--- src/rtl/ex_stage.sv ---
// EX pipeline stage: ALU, branch target, destination select and a registered EX/MEM bundle.
// Define EX_MULT_EN to enable the 32-iteration shift-add multiply for funct 0x18.
module ex_stage (
  input  logic        clk,
  input  logic        rst_n,
  input  logic        in_valid,
  output logic        in_ready,
  input  logic        flush,
  input  logic [1:0]  wb_ctl_in,
  input  logic [2:0]  m_ctl_in,
  input  logic        reg_dest,
  input  logic        alu_src,
  input  logic [1:0]  alu_op,
  input  logic [31:0] npc,
  input  logic [31:0] r_data_1,
  input  logic [31:0] r_data_2,
  input  logic [31:0] sign_extend,
  input  logic [4:0]  instr_2016,
  input  logic [4:0]  instr_1511,
  output logic        out_valid,
  output logic [1:0]  wb_ctl_out,
  output logic [2:0]  m_ctl_out,
  output logic [31:0] alu_result,
  output logic [31:0] branch_target,
  output logic [31:0] r_data_2_out,
  output logic        zero,
  output logic [4:0]  write_reg
);

  logic [31:0] w_op_b;
  logic [31:0] w_alu_result;
  logic [31:0] w_branch_target;
  logic        w_accept;
  logic        w_mul_start;

  logic        r_out_valid;
  logic [1:0]  r_wb_ctl;
  logic [2:0]  r_m_ctl;
  logic [31:0] r_alu_result;
  logic [31:0] r_branch_target;
  logic [31:0] r_data_2_q;
  logic        r_zero;
  logic [4:0]  r_write_reg;

  assign w_op_b          = alu_src ? sign_extend : r_data_2;
  assign w_branch_target = npc + {sign_extend[29:0], 2'b00};

  // Single-cycle ALU; funct 0x18 falls to the default and yields 0 here.
  always_comb begin
    w_alu_result = '0;
    case (alu_op)
      2'b00: w_alu_result = r_data_1 + w_op_b;
      2'b01: w_alu_result = r_data_1 - w_op_b;
      2'b10: begin
        case (sign_extend[5:0])
          6'h20:   w_alu_result = r_data_1 + w_op_b;
          6'h22:   w_alu_result = r_data_1 - w_op_b;
          6'h24:   w_alu_result = r_data_1 & w_op_b;
          6'h25:   w_alu_result = r_data_1 | w_op_b;
          6'h2A:   w_alu_result = {31'b0, $signed(r_data_1) < $signed(w_op_b)};
          default: w_alu_result = '0;
        endcase
      end
      default: w_alu_result = '0;
    endcase
  end

`ifdef EX_MULT_EN
  typedef enum logic {StIdle, StMul} state_e;

  state_e      r_state;
  state_e      w_state_next;
  logic [4:0]  r_count;
  logic [31:0] r_mcand;
  logic [31:0] r_mplier;
  logic [31:0] r_acc;
  logic [31:0] w_acc_next;
  logic        w_is_mul;
  logic        w_mul_done;

  assign w_is_mul    = (alu_op == 2'b10) && (sign_extend[5:0] == 6'h18);
  assign in_ready    = (r_state == StIdle);
  assign w_accept    = in_valid && in_ready && !flush;
  assign w_mul_start = w_accept && w_is_mul;
  assign w_acc_next  = r_acc + (r_mplier[0] ? r_mcand : 32'd0);
  // Count 31 means this edge performs the 32nd iteration.
  assign w_mul_done  = (r_state == StMul) && !flush && (r_count == 5'd31);

  always_comb begin
    w_state_next = r_state;
    unique case (r_state)
      StIdle:  if (w_mul_start) w_state_next = StMul;
      StMul:   if (flush || w_mul_done) w_state_next = StIdle;
      default: w_state_next = StIdle;
    endcase
  end

  always_ff @(posedge clk or negedge rst_n) begin
    if (!rst_n) r_state <= StIdle;
    else        r_state <= w_state_next;
  end

  always_ff @(posedge clk or negedge rst_n) begin
    if (!rst_n) begin
      r_count  <= '0;
      r_mcand  <= '0;
      r_mplier <= '0;
      r_acc    <= '0;
    end else if (w_mul_start) begin
      r_count  <= '0;
      r_mcand  <= r_data_1;
      r_mplier <= w_op_b;
      r_acc    <= '0;
    end else if (r_state == StMul) begin
      if (flush || w_mul_done) begin
        r_count <= '0;
      end else begin
        r_count  <= r_count + 5'd1;
        r_acc    <= w_acc_next;
        r_mcand  <= {r_mcand[30:0], 1'b0};
        r_mplier <= {1'b0, r_mplier[31:1]};
      end
    end
  end
`else
  assign in_ready    = 1'b1;
  assign w_accept    = in_valid && !flush;
  assign w_mul_start = 1'b0;
`endif

  // Pass-through fields load at accept; a multiply's result and valid follow at completion.
  always_ff @(posedge clk or negedge rst_n) begin
    if (!rst_n) begin
      r_out_valid     <= 1'b0;
      r_wb_ctl        <= '0;
      r_m_ctl         <= '0;
      r_alu_result    <= '0;
      r_branch_target <= '0;
      r_data_2_q      <= '0;
      r_zero          <= 1'b0;
      r_write_reg     <= '0;
    end else begin
      r_out_valid <= 1'b0;
      if (w_accept) begin
        r_wb_ctl        <= wb_ctl_in;
        r_m_ctl         <= m_ctl_in;
        r_branch_target <= w_branch_target;
        r_data_2_q      <= r_data_2;
        r_write_reg     <= reg_dest ? instr_1511 : instr_2016;
      end
      if (w_accept && !w_mul_start) begin
        r_alu_result <= w_alu_result;
        r_zero       <= (w_alu_result == 32'd0);
        r_out_valid  <= 1'b1;
      end
`ifdef EX_MULT_EN
      if (w_mul_done) begin
        r_alu_result <= w_acc_next;
        r_zero       <= (w_acc_next == 32'd0);
        r_out_valid  <= 1'b1;
      end
`endif
    end
  end

  assign out_valid     = r_out_valid;
  assign wb_ctl_out    = r_wb_ctl;
  assign m_ctl_out     = r_m_ctl;
  assign alu_result    = r_alu_result;
  assign branch_target = r_branch_target;
  assign r_data_2_out  = r_data_2_q;
  assign zero          = r_zero;
  assign write_reg     = r_write_reg;

endmodule

--- config.mk ---
export PLATFORM = sky130hd
export DESIGN_NAME = ex_stage
export DESIGN_NICKNAME = d
export VERILOG_FILES = /design/src/rtl/ex_stage.sv
export SDC_FILE = /design/constraint.sdc
export NUM_CORES = 1
export LEC_CHECK = 0
export CAP_MARGIN = 20
export CORE_MARGIN = 3
export CORE_UTILIZATION = 57
export CTS_BUF_LIST = sky130_fd_sc_hd__clkbuf_4 sky130_fd_sc_hd__clkbuf_8
export CTS_CLUSTER_DIAMETER = 200
export DETAILED_ROUTE_END_ITERATION = 10
export GPL_TIMING_DRIVEN = 0
export PLACE_DENSITY = 0.95
export SKIP_CTS_REPAIR_TIMING = 1
export SLEW_MARGIN = 15
export SYNTH_ARGS = -nofsm -noshare
export SYNTH_HDL_FRONTEND = slang
export SYNTH_SLANG_ARGS = --single-unit
--- constraint.sdc ---
create_clock -name clk -period 1.71 [get_ports clk]
set_input_delay 0.171 -clock clk [delete_from_list [all_inputs] [get_ports clk]]
set_output_delay 0.171 -clock clk [all_outputs]
set_load 0.02 [all_outputs]
==> results.cfg, run 1 <==
[run_status]
status = did not finish
haltStage = global routing
firstError = [ERROR GRT-0232] Routing congestion too high. Check the congestion heatmap in the GUI.

[synth]
syn_inst = 1465
yosysSeqAreaShare = 0.2372
syn_nets = 1761
synthArstFlopShare = 1.000
netlist_area_um2 = 11390
synth_commonest_cells = 243 x nand2_1, 142 x ha_1, 116 x inv_1
synth_top_cell_by_area = dfrtp_1
synth_area_per_cell_um2 = 7.776
ys_types = 92
synth-seq-cells = 108
synth-edff-count = 0
synth_ff_type = dfrtp_1
yosys_warnings = 0
synth_most_common_cell = nand2_1
synth_area_leaders = dfrtp_1 24%, ha_1 16%, nand2_1 8.0%
synth_top_area_share = 0.2372

[clocking]
htree_num_levels = 3
cts_root_buf = clkbuf_8
numCtsBuffers = 9
clock_sinks = 108
clockBufferDepth = 2

[placement]
place.gp.congestion = 1.034
dp_worst_setup_slack_ns = -3.823
io_buffer_count = 255
hpwl_um = 39640

[timing]
worst-ep-kind = sequential cell input
postGrtWorstEndpoint = zero$_DFFE_PN0P_/D

[floorplanning]
fp.dieW_um = 147.4
initial_core_util = 0.5834
rows = 51
ios = 260
die_h_um = 147.4

[global_routing]
grt_overflow = 17
grt_usage = 0.7158
grt_max_degree = 85
## per-layer routing
layer  overflow  global-route usage
met5          0              0.2500
met4         13              0.6780
met3          2              0.5733
met2          2              0.8949
met1          0              0.7105
## stage by stage
step	std cells	instance area, µm²
2_1_floorplan	1465	11720
3_3_place_gp	1985	14610
3_5_place_dp	1986	14630
4_1_cts	2002	14830
## logic make-up after synthesis
group / synth area share
buf+inv: 0.06535
other cells: 0.0003292
mux: 0.04514
simple gates: 0.1965
xor+xnor: 0.03536
flops: 0.2372
compound gates: 0.2589
fa+ha+maj: 0.1612
==> inputs of run 2 (changes only) <==
Settings changed: CORE_UTILIZATION 57 to 40, CTS_BUF_LIST sky130_fd_sc_hd__clkbuf_4 sky130_fd_sc_hd__clkbuf_8 to unset, CTS_CLUSTER_DIAMETER 200 to unset, PLACE_DENSITY 0.95 to unset, PLACE_DENSITY_LB_ADDON set to 0.15.
==> run 2 against run 1 <==
Effect of this change: synthesized cell count unchanged; area after synthesis stayed put; the flow now finishes, with violations (setup timing).
==> results.cfg, run 2 <==
[detailed_routing]
drc_errors = 0
drtIter0Drc = 1159
drtPass1Iterations = 6
drt-total-wl_um = 50880
antenna_left = 0
post_drt_wl_per_cell_um = 23.01
num_vias = 12901
via_per_inst = 5.835

[power_and_ir_drop]
p_total_w = 0.01271
p_per_area_nw_per_um2 = 717.0
irDropWorstVdd_uv = 455.0
total_leakage_power_nw = 7.993

[clocking]
clock_sinks = 108
clockBufferDepth = 2
htree_num_levels = 3
clkLatencyLatePin_ns = 0.36
numCtsBuffers = 9
cts_root_buf = clkbuf_16
cts_tree = built
path_clk_slew_ns = 0.09

[critical_path]
cp-end-kind = register
crit_start = sign_extend[0]
cp_max_fo = 5
r2r_start = alu_result[30]
critical_path_arrival_ns = 4.24
cp-start-kind = primary input
criticalPathCategory = primary input to register
worstPathRequired_ns = 1.98

[synth]
synth_most_common_cell = nand2_1
netlist_area_um2 = 11390
synth_area_per_cell_um2 = 7.776
synth-compound-area-share = 0.2589
synthArstFlopShare = 1.000
muxShareOfSynthArea = 0.04514
yosys_warnings = 0
synth_top_cell_by_area = dfrtp_1
synth_top_family_by_area = compound AO/OA/AOI/OAI gates
synth-seq-cells = 108
synth_ff_type = dfrtp_1
syn_inst = 1465
synth-edff-count = 0
synth_top_area_share = 0.2372
synth-adder-area-share = 0.1612
synth-xor-area-share = 0.03537
ys_types = 92
synth_commonest_cells = 243 x nand2_1, 142 x ha_1, 116 x inv_1
yosysSeqAreaShare = 0.2372
yosys.area_share.simple = 0.1965
synth_area_leaders = dfrtp_1 24%, ha_1 16%, nand2_1 8.0%
syn_nets = 1761

[timing]
setup_viol = 53
hold_viol = 0
fin_ws_ns = -2.258
finClkSkew_ns = 0
slew_violations = 0
holdWs_ns = 0.08528
relSlewSlack = 0.3987
finalCritPeriodShare = 2.320
timing.fmax_mhz = 252.0
tightest_slew_ns = 0.9020
period_minus_slack_ns = 3.968
grt_setup_unrepaired = true

[run_status]
status = finished, violations left
violations = setup timing

[floorplanning]
rows = 61
dieArea_um2 = 30540
core_area_um2 = 27930
die_h_um = 174.8
initial_core_util = 0.4078
fp.dieW_um = 174.8
ios = 260

[global_routing]
grt_pass1_wl_um = 72640
grt_pass1_vias = 11694
grt_max_degree = 76
antenna_found_initial = 4
grt_overflow = 0
grt_usage = 0.3083

[placement]
dp_worst_setup_slack_ns = -3.893
place.gp.congestion = 0.9813
hpwl_um = 39620
io_buffer_count = 255

[finish]
area_delta_synth_final_pct = 55.62
final_common_cell = nand2_1
nets = 2121
final_cell_mix = 239 x nand2_1, 203 x clkdlybuf4s50_1, 109 x inv_1, 108 x dfrtp_1, 102 x ha_1
drive_gt1_frac = 0.2383

[flow_run]
cap_viol_max_count = 0

[worst_hold_path]
min_path_type = primary input to register
min_from = r_data_2[7]
run 2: cell counts after synthesis:
No cell type changed its count.
run 2: cell type report:
cell class,count,area [µm²]
Clock buffer,9,225.2
Sequential cell,108,2703
Multi-Input combinational cell,1170,9771
Clock inverter,7,80.08
Antenna cell,3,7.507
Timing Repair Buffer,354,3502
Inverter,119,465.4
Fill cell,2430,10210
Buffer,63,501.7
Tap cell,378,473.0
run 2: worst max-delay path, cell delays in order:
cell	delay [ns]
buf_8	0.10
buf_8	0.12
buf_12	0.12
buf_12	0.12
buf_12	0.12
buf_12	0.12
mux2i_4	0.14
inv_2	0.08
ha_4	0.17
fa_2	0.42
nor2_4	0.16
o311ai_4	0.15
a211oi_4	0.24
buf_6	0.18
nor4b_4	0.06
a311oi_2	0.28
xnor2_1	0.13
a222oi_1	0.27
buf_4	0.20
nand3_4	0.10
nor4_4	0.31
nand4_1	0.17
o41ai_2	0.29
run 2: routing by layer:
| metal | wire length, µm | vias to the layer above | track usage |
|---|---|---|---|
| met1 | 21530 | 6299 | 0.4159 |
| met4 | 1542 | 2 | 0.08843 |
| li1 | - | 5959 | - |
| met3 | 3666 | 91 | 0.05910 |
| met5 | 12 | - | 0 |
| met2 | 24120 | 550 | 0.5047 |
run 2: final timing paths:
path	endpoint	slack, ns	cells after the start
setup / recovery	zero	-2.26	23
hold / removal	r_data_2_out[7]	0.09	3
setup reg to reg	alu_result[30]	0.94	1
hold reg to reg	r_data_2_out[13]	0.48	2
max in group asynchronous	alu_result[8]	0.68	3
min in group asynchronous	branch_target[11]	0.30	2
run 2: report_power, final:
group / internal, W / switching [W]
clock: 0.00105 / 0.00121
combinational: 0.00321 / 0.00399
sequential: 0.00298 / 0.000266
total: 0.00724 / 0.00547
run 2: cells by family (layout without fill, tap and decap cells):
| kind of cell | Yosys count | in the layout |
|---|---|---|
| AND/OR/NAND/NOR | 491 | 491 |
| flip-flops | 108 | 108 |
| buffers and inverters | 187 | 552 |
| AO/OA/AOI/OAI | 436 | 436 |
| XOR/XNOR | 46 | 46 |
| multiplexers | 51 | 51 |
| other | 1 | 4 |
| adder cells (fa/ha/maj) | 145 | 145 |
run 2: metrics by stage:
stage                     std cells  cell area, µm²  utilization  TNS [ns]
after floorplan                1465           11720            -    -47.07
after global placement         2098           14750       0.5279   -592.87
after detailed placement       2100           14790       0.5296   -151.95
after CTS                      2116           15100       0.5405   -110.95
after global routing           2210           17730       0.6346    -56.43
final                          2211           17730       0.6346    -51.05
(Power assumes the default switching activity.)
